===== src/rtl/multicycle_ctrl.sv =====
// -----------------------------------------------------------------------------
// multicycle_ctrl
//
// Moore control FSM for a multicycle MIPS datapath. Sequences one instruction
// at a time through fetch, decode, execute, memory and writeback, waits on a
// memory ready handshake, traps undefined opcodes and memory wait timeouts
// into an absorbing HALT state.
//
// Ports
//   clk          rising-edge clock
//   reset        asynchronous, active-high reset
//   op           opcode field of the instruction register
//   mem_ready    memory completes the current access this cycle
//   mem_req      memory access request
//   iord         address select (1 = ALUOut, 0 = PC)
//   irwrite      instruction register load enable
//   pcwrite      unconditional PC write
//   branch       01 = beq, 10 = bne, 00 = none
//   pcsrc        00 = ALU, 01 = ALUOut, 10 = jump target
//   alusrca      0 = PC, 1 = rs
//   alusrcb      00 = rt, 01 = 4, 10 = imm, 11 = imm<<2
//   aluop        000 add, 001 sub, 010 funct, 011 and, 100 or (zero-extended)
//   zeroext      1 = zero-extend immediate
//   regdst       1 = rd, 0 = rt
//   memtoreg     1 = memory data, 0 = ALUOut
//   regwrite     register file write enable
//   memwrite     memory write enable
//   illegal_op   sticky: an undefined opcode was trapped
//   mem_timeout  sticky: a memory wait expired
//   state        current state encoding, for debug
// -----------------------------------------------------------------------------
module multicycle_ctrl #(
   parameter int ALUOP_W        = 3,
   parameter bit MEM_HANDSHAKE  = 1'b1,
   parameter int TIMEOUT_CYCLES = 16
) (
   input  logic               clk,
   input  logic               reset,
   input  logic [5:0]         op,
   input  logic               mem_ready,
   output logic               mem_req,
   output logic               iord,
   output logic               irwrite,
   output logic               pcwrite,
   output logic [1:0]         branch,
   output logic [1:0]         pcsrc,
   output logic               alusrca,
   output logic [1:0]         alusrcb,
   output logic [ALUOP_W-1:0] aluop,
   output logic               zeroext,
   output logic               regdst,
   output logic               memtoreg,
   output logic               regwrite,
   output logic               memwrite,
   output logic               illegal_op,
   output logic               mem_timeout,
   output logic [3:0]         state
);

   typedef enum logic [3:0] {
      S_FETCH   = 4'd0,
      S_DECODE  = 4'd1,
      S_MEMADR  = 4'd2,
      S_MEMRD   = 4'd3,
      S_MEMWB   = 4'd4,
      S_MEMWR   = 4'd5,
      S_RTYPEEX = 4'd6,
      S_ALUWB   = 4'd7,
      S_BRANCH  = 4'd8,
      S_IMMEX   = 4'd9,
      S_IMMWB   = 4'd10,
      S_JUMP    = 4'd11,
      S_HALT    = 4'd15
   } state_t;

   localparam logic [5:0] OP_RTYPE = 6'b000000;
   localparam logic [5:0] OP_LW    = 6'b100011;
   localparam logic [5:0] OP_SW    = 6'b101011;
   localparam logic [5:0] OP_BEQ   = 6'b000100;
   localparam logic [5:0] OP_BNE   = 6'b000101;
   localparam logic [5:0] OP_ADDI  = 6'b001000;
   localparam logic [5:0] OP_ANDI  = 6'b001100;
   localparam logic [5:0] OP_ORI   = 6'b001101;
   localparam logic [5:0] OP_J     = 6'b000010;

   localparam logic [ALUOP_W-1:0] ALU_ADD   = ALUOP_W'(3'b000);
   localparam logic [ALUOP_W-1:0] ALU_SUB   = ALUOP_W'(3'b001);
   localparam logic [ALUOP_W-1:0] ALU_FUNCT = ALUOP_W'(3'b010);
   localparam logic [ALUOP_W-1:0] ALU_AND   = ALUOP_W'(3'b011);
   localparam logic [ALUOP_W-1:0] ALU_OR    = ALUOP_W'(3'b100);

   // The counter only has to reach TIMEOUT_CYCLES-1 before the timeout fires.
   localparam int CNT_W = (TIMEOUT_CYCLES > 1) ? $clog2(TIMEOUT_CYCLES) : 1;
   localparam logic [CNT_W-1:0] CNT_LAST =
      CNT_W'((TIMEOUT_CYCLES > 0) ? TIMEOUT_CYCLES - 1 : 0);

   state_t             state_q, state_d;
   logic [CNT_W-1:0]   cnt_q;
   logic               rdy;
   logic               waiting;
   logic               set_illegal;
   logic               set_timeout;

   // Without the handshake every memory access completes in one cycle.
   assign rdy   = MEM_HANDSHAKE ? mem_ready : 1'b1;
   assign state = state_q;

   // NOTE: sequential state uses non-blocking assignments so every register
   // samples the pre-edge values, independent of statement order.
   always_ff @(posedge clk or posedge reset) begin
      if (reset) begin
         state_q     <= S_FETCH;
         cnt_q       <= '0;
         illegal_op  <= 1'b0;
         mem_timeout <= 1'b0;
      end else begin
         state_q <= state_d;
         if (state_d != state_q)
            cnt_q <= '0;
         else if (waiting && !rdy)
            cnt_q <= cnt_q + 1'b1;
         if (set_illegal) illegal_op  <= 1'b1;
         if (set_timeout) mem_timeout <= 1'b1;
      end
   end

   // NOTE: every signal driven here gets a default before the case, so no
   // path leaves one unassigned and no latch is inferred.
   always_comb begin
      state_d     = state_q;
      waiting     = 1'b0;
      set_illegal = 1'b0;
      set_timeout = 1'b0;
      mem_req     = 1'b0;
      iord        = 1'b0;
      irwrite     = 1'b0;
      pcwrite     = 1'b0;
      branch      = 2'b00;
      pcsrc       = 2'b00;
      alusrca     = 1'b0;
      alusrcb     = 2'b00;
      aluop       = ALU_ADD;
      zeroext     = 1'b0;
      regdst      = 1'b0;
      memtoreg    = 1'b0;
      regwrite    = 1'b0;
      memwrite    = 1'b0;

      unique case (state_q)
         S_FETCH: begin
            mem_req = 1'b1;
            alusrcb = 2'b01;
            waiting = 1'b1;
            if (rdy) begin
               irwrite = 1'b1;
               pcwrite = 1'b1;
               state_d = S_DECODE;
            end
         end
         S_DECODE: begin
            alusrcb = 2'b11;
            case (op)
               OP_RTYPE:                state_d = S_RTYPEEX;
               OP_LW, OP_SW:            state_d = S_MEMADR;
               OP_BEQ, OP_BNE:          state_d = S_BRANCH;
               OP_ADDI, OP_ANDI, OP_ORI: state_d = S_IMMEX;
               OP_J:                    state_d = S_JUMP;
               default: begin
                  state_d     = S_HALT;
                  set_illegal = 1'b1;
               end
            endcase
         end
         S_MEMADR: begin
            alusrca = 1'b1;
            alusrcb = 2'b10;
            state_d = (op == OP_LW) ? S_MEMRD : S_MEMWR;
         end
         S_MEMRD: begin
            mem_req = 1'b1;
            iord    = 1'b1;
            waiting = 1'b1;
            if (rdy) state_d = S_MEMWB;
         end
         S_MEMWB: begin
            memtoreg = 1'b1;
            regwrite = 1'b1;
            state_d  = S_FETCH;
         end
         S_MEMWR: begin
            mem_req  = 1'b1;
            iord     = 1'b1;
            memwrite = 1'b1;
            waiting  = 1'b1;
            if (rdy) state_d = S_FETCH;
         end
         S_RTYPEEX: begin
            alusrca = 1'b1;
            aluop   = ALU_FUNCT;
            state_d = S_ALUWB;
         end
         S_ALUWB: begin
            regdst   = 1'b1;
            regwrite = 1'b1;
            state_d  = S_FETCH;
         end
         S_BRANCH: begin
            alusrca = 1'b1;
            aluop   = ALU_SUB;
            pcsrc   = 2'b01;
            branch  = (op == OP_BNE) ? 2'b10 : 2'b01;
            state_d = S_FETCH;
         end
         S_IMMEX: begin
            alusrca = 1'b1;
            alusrcb = 2'b10;
            case (op)
               OP_ANDI: begin aluop = ALU_AND; zeroext = 1'b1; end
               OP_ORI:  begin aluop = ALU_OR;  zeroext = 1'b1; end
               default: aluop = ALU_ADD;
            endcase
            state_d = S_IMMWB;
         end
         S_IMMWB: begin
            regwrite = 1'b1;
            state_d  = S_FETCH;
         end
         S_JUMP: begin
            pcwrite = 1'b1;
            pcsrc   = 2'b10;
            state_d = S_FETCH;
         end
         S_HALT:  state_d = S_HALT;
         default: state_d = S_HALT;
      endcase

      // A ready in the final allowed cycle still wins over the timeout.
      if (TIMEOUT_CYCLES > 0 && waiting && !rdy && cnt_q == CNT_LAST) begin
         state_d     = S_HALT;
         set_timeout = 1'b1;
      end
   end

endmodule


===== config.mk =====
export PLATFORM = sky130hd
export DESIGN_NAME = multicycle_ctrl
export DESIGN_NICKNAME = d
export VERILOG_FILES = /design/src/rtl/multicycle_ctrl.sv
export SDC_FILE = /design/constraint.sdc
export NUM_CORES = 1
export LEC_CHECK = 0
export CORE_MARGIN = 4
export CORE_UTILIZATION = 49
export DETAILED_ROUTE_END_ITERATION = 10
export GPL_ROUTABILITY_DRIVEN = 0
export PLACE_DENSITY = 0.85
export SLEW_MARGIN = 20
export SYNTH_ARGS = -nofsm -noshare
export SYNTH_HDL_FRONTEND = slang
export SYNTH_SLANG_ARGS = --single-unit

===== constraint.sdc =====
create_clock -name clk -period 5.35 [get_ports clk]
set_clock_uncertainty 0.2 [all_clocks]
set_input_delay 0.535 -clock clk [delete_from_list [all_inputs] [get_ports clk]]
set_output_delay 0.535 -clock clk [all_outputs]
set_load 0.03 [all_outputs]

; ---- Word-level counts from Yosys, hierarchy flattened
; Index checks and enable logic that the tools add are counted.
[word_totals]
regBits = 10
in_bits = 9
word_cells = 73
[classes]
addsub = 1
n_eq_ne = 21
n_mux = 30
reduce_logical = 17
[ops]
columns = op, n
row1 = 4-bit one-hot mux with 8 select lines, 1
row2 = 4-bit two-way mux, 6
row3 = 4-bit equality test (second input constant), 5
row4 = 4-bit one-hot mux with 5 select lines, 1
row5 = 6-bit by 4-bit equality test with 1-bit output (second input constant), 3
row6 = 4-bit by 3-bit equality test with 1-bit output (second input constant), 4
row7 = 1-bit two-way mux, 14
row8 = 6-bit by 3-bit equality test with 1-bit output (second input constant), 2
row9 = 6-bit equality test (second input constant), 2
row10 = 2-bit OR reduction, 5
row11 = 3-bit one-hot mux with 3 select lines, 1
row12 = 3-bit OR reduction, 3
row13 = 9-bit OR reduction, 1
row14 = 4-bit by 2-bit equality test with 1-bit output (second input constant), 2
row15 = 6-bit by 2-bit equality test with 1-bit output (second input constant), 1
row16 = 6-bit logical NOT, 1
row17 = 2-bit one-hot mux with 3 select lines, 1
row18 = 3-bit one-hot mux with 2 select lines, 1
row19 = 5-bit OR reduction, 1
row20 = 4-bit by 1-bit adder with 4-bit output (second input constant), 1
row21 = 4-bit by 1-bit equality test with 1-bit output (second input constant), 1
row22 = 4-bit logical NOT, 1
row23 = 2-bit two-way mux, 2
row24 = 4-bit inequality test, 1
row25 = other kinds (7), 8

; ---- Logic depth before layout (Yosys ltp)
[logic_depth]
word_depth = 8
ltp_mapped = 8
mapped_depth_nobuf = 6

; ---- Least setup slack after synthesis
; Ideal clock, no wire load.
[synth_timing]
path_type = register to output
startpoint = reg state_q[2], in the netlist state[2]
endpoint = out pcwrite
arrival_time_ns = 2.137
t_required_ns = 4.615
setup_slack_ns = 2.478
path_stages_with_launch = 7
n_path_buf = 2
path_cell_list = dfrtp_1 > buf_2 > buf_2 > nor2_1 > nand2_1 > nor3_1 > or2_2
[synth_between]
elab_chain_cells = 2
elab_cells_between_ends = 3
cone_classes = eq/ne: 1 / mux: 1 / reduce/logical: 1
[synth_rtl]
columns = item, line_no
row1 = start: declaration, 97  ; state_t state_q, state_d;
row2 = start signal: assignment, 117  ; state_q <= state_d;
row3 = 4-bit equality test or 4-bit logical NOT (tied branches), 149  ; unique case (state_q)
row4 = 1-bit one-hot mux with 2 select lines (*), 149
row5 = end: declaration, 44  ; output logic pcwrite,
; Every way passes the cells marked *; elsewhere a longest branch is shown, timed or not.

; ---- Worst setup path in the final report
[layout_timing]
startpoint = in op[5]
endpoint = out aluop[2]
[layout_between]
elab_chain_cells = 3
elab_cells_between_ends = 4
cone_classes = eq/ne: 2 / mux: 2
[layout_rtl]
columns = item, line_no
row1 = start: declaration, 39  ; input logic [5:0] op,
row2 = 6-bit by 4-bit equality test with 1-bit output, 217  ; case (op)
row3 = 3-bit one-hot mux with 2 select lines (*), 217
row4 = 3-bit one-hot mux with 3 select lines (*), 149
row5 = end: declaration, 49  ; output logic [ALUOP_W-1:0] aluop,
; Marked as above.

==> impl_metrics.tcl <==
set metrics [dict create \
    netlist_area_um2 1030 \
    final_util_pct 69.9 \
    synth_edf_count 0 \
    grt_use_total_pct 20.2 \
    wl_mm 2.55 \
    cts_tree "yes" \
    diodes 0 \
    grt_pass1_wl_mm 4.42 \
    ys_async_sr_fraction_pct 100 \
    path_clk_slew_ns 0.06 \
    drtPass1Iterations 4 \
    crit_type "input pin to primary output" \
    cp-end-kind "primary output" \
    outcome "finished clean" \
    register_area_um2 250 \
    core_area_um2 1980 \
    met2_usage_pct 36.5 \
    syn_to_final_growth_pct 34.0 \
    crit_fanout 8 \
    vias 1072 \
    antenna_found_initial 0 \
    holdBufCountCts 0 \
    startpoint_type "input pin" \
    ys_seq_area_share_pct 24.2 \
    start_util_pct 52.2 \
    num_rows 16 \
    drt_iter0_markers 11 \
    htree_num_levels 1 \
    min_period_ns 3.41 \
    hold_path_class "flip-flop to flip-flop" \
    wl_per_cell_um 13.7 \
    worst_ep_arrival_time_ns 2.68 \
    worstMarginPinSlew_ns 0.695 \
    synth-seq-cells 10 \
    rsz0062_at_grt "no" \
    cts_root_buf "clkbuf_4" \
    powerDensity_nw_per_um2 600 \
    synth_nets 142 \
    setup_tns_ns 0 \
    fin_crit_sh_pct 63.8 \
    synth.most_common_cell "nor2_1" \
    p_comb_share_pct 71.5 \
    port_buffers 33 \
    synth_top_area_share_pct 24.2 \
    avgSynthCellArea_um2 7.84 \
    relSlewSlack_pct 53.7 \
    crit_slowest_cell "clkdlybuf4s50_1" \
    p_int_w 0.000387 \
    leakage_nw 0.552 \
    postCtsSetupRepairBufs 0 \
    grt_max_degree 22 \
    setup_violations 0 \
    met1_usage_pct 24.6 \
    yosys-top-cells-area "dfrtp_1 (24%), nor2_1 (6.2%), nand2_1 (4.4%)" \
    die_w_um 54.0 \
    overflow 0 \
    cts-resized-gates 0 \
    ir_drop_uv 370 \
    die_area_um2 2910 \
    n_fill_cell 159 \
    seq_power_share_pct 20.4 \
    grt_pass1_vias 1007 \
    max_clock_freq_mhz 293 \
    io_pins 34 \
    cpMostUsedCell "clkdlybuf4s50_1" \
    drive_gt1_share_pct 12.5 \
    ys_warn_count 0 \
    grt_use_met3_pct 1.66 \
    path_cells "clkdlybuf4s50_1 > or3_1 > nor3_1 > nand3_1 > inv_1 > and2_1 > clkdlybuf4s50_1" \
    yosysTopAreaCell "dfrtp_1" \
    ys_types 51 \
    fin_nets 171 \
    clock_sinks 10 \
    cts_buffer_depth 2 \
    required_ns 4.62 \
    antenna_left 0 \
    die_h_um 54.0 \
    clkPwrFrac_pct 8.1 \
    drc_errors 0 \
    slew_viol_final 0 \
    synth_cells 132 \
    synth_ff_type "dfrtp_1" \
    hold_slack_ns 0.273 \
    p_sw_w 0.000446 \
    via_per_inst 5.73 \
    cts_made_buffers 3 \
    multi_input_area_um2 713 \
    critPathTopFamily "buffers and inverters" \
    dp_hpwl_mm 1.99 \
    grt-busiest-layer "met2" \
    switching_share_pct 53.6 \
    cp_slowest_stage_delay_ns 0.66 \
    final-hold-violation-count 0 \
    clock_latency_ns 0.27 \
    critical_path_buf_inv_count 3 \
    maxCapViolations 0 \
    synth_common_cells "nor2_1 (17), nand2_1 (12), dfrtp_1 (10)" \
]
[worst register-to-register path, stage by stage, from the launching register on]
cell and delay [ns]:
dfrtp_1 0.64, or4_4 0.64, o22ai_4 0.31, a22oi_1 0.20, xor2_1 0.25, o211ai_4 0.14
nor3_2 0.22
[logic make-up (layout without fill, tap and decap cells)]
group	after synthesis	in the layout	share of synthesized area, %
compound gates	29	29	23.2
flops	10	10	24.2
fa+ha+maj	1	1	1.21
buf+inv	15	43	6.89
xor+xnor	5	5	4.96
simple gates	71	71	38.6
mux	1	1	0.967
[through the flow]
stage	setup WS [ns]	power, W	cell area, um^2	std cells
2_1_floorplan	2.48	0.000594	1030	132
3_3_place_gp	1.99	0.000757	1350	183
4_1_cts	1.95	0.000836	1390	187
5_1_grt	1.78	0.000892	1390	187
6_report	1.94	0.000832	1390	187
3_5_place_dp	1.95	0.000766	1350	183
[power by group through the flow]
stage | clock, W | sequential [W] | combinational, W
finish | 0.0000673 | 0.000170 | 0.000595
global route | 0.0000726 | 0.000176 | 0.000643
CTS | 0.0000695 | 0.000167 | 0.000599
floorplan | 0 | 0.000138 | 0.000456
detailed placement | 0 | 0.000169 | 0.000597
global placement | 0 | 0.000169 | 0.000588
[layer usage]
layer	wire length, um	up-vias
li1	-	534
met5	0	-
met1	1150	500
met3	148	3
met4	28	0
met2	1230	35
[registers in the layout (all words and copies together) (netlist names)]
signal and cells:
cnt_q 4, mem_timeout 1, illegal_op 1, state 4
[final cells by class]
type	count	share of cell area, %
tap	27	2.44
multi-input combinational	107	51.4
clock buffer	4	2.62
sequential	10	18.1
inverter	6	1.62
timing repair buffer	33	23.8
[final timing paths]
| path | from | to | slack, ns | depth (start not counted) |
|---|---|---|---|---|
| setup / recovery | op[5] | aluop[2] | 1.94 | 7 |
| hold / removal | mem_timeout | mem_timeout | 0.27 | 1 |
| setup reg to reg | state[2] | cnt_q[0] | 2.68 | 6 |
| hold reg to reg | mem_timeout | mem_timeout | 0.27 | 1 |
| max in group asynchronous | reset | state[3] | 4.33 | 2 |
| min in group asynchronous | reset | cnt_q[2] | 0.35 | 2 |
[cell usage in the layout (no fill, tap or decap), drive strengths merged, types with 6 or more instances in the layout]
cell and instances:
nor2 17, a21oi 6, o21ai 6, dfrtp 10, inv 6, nand2b 6, clkdlybuf4s50 33, nor3 12
nand2 12
Power figures use the tool's default switching activity.
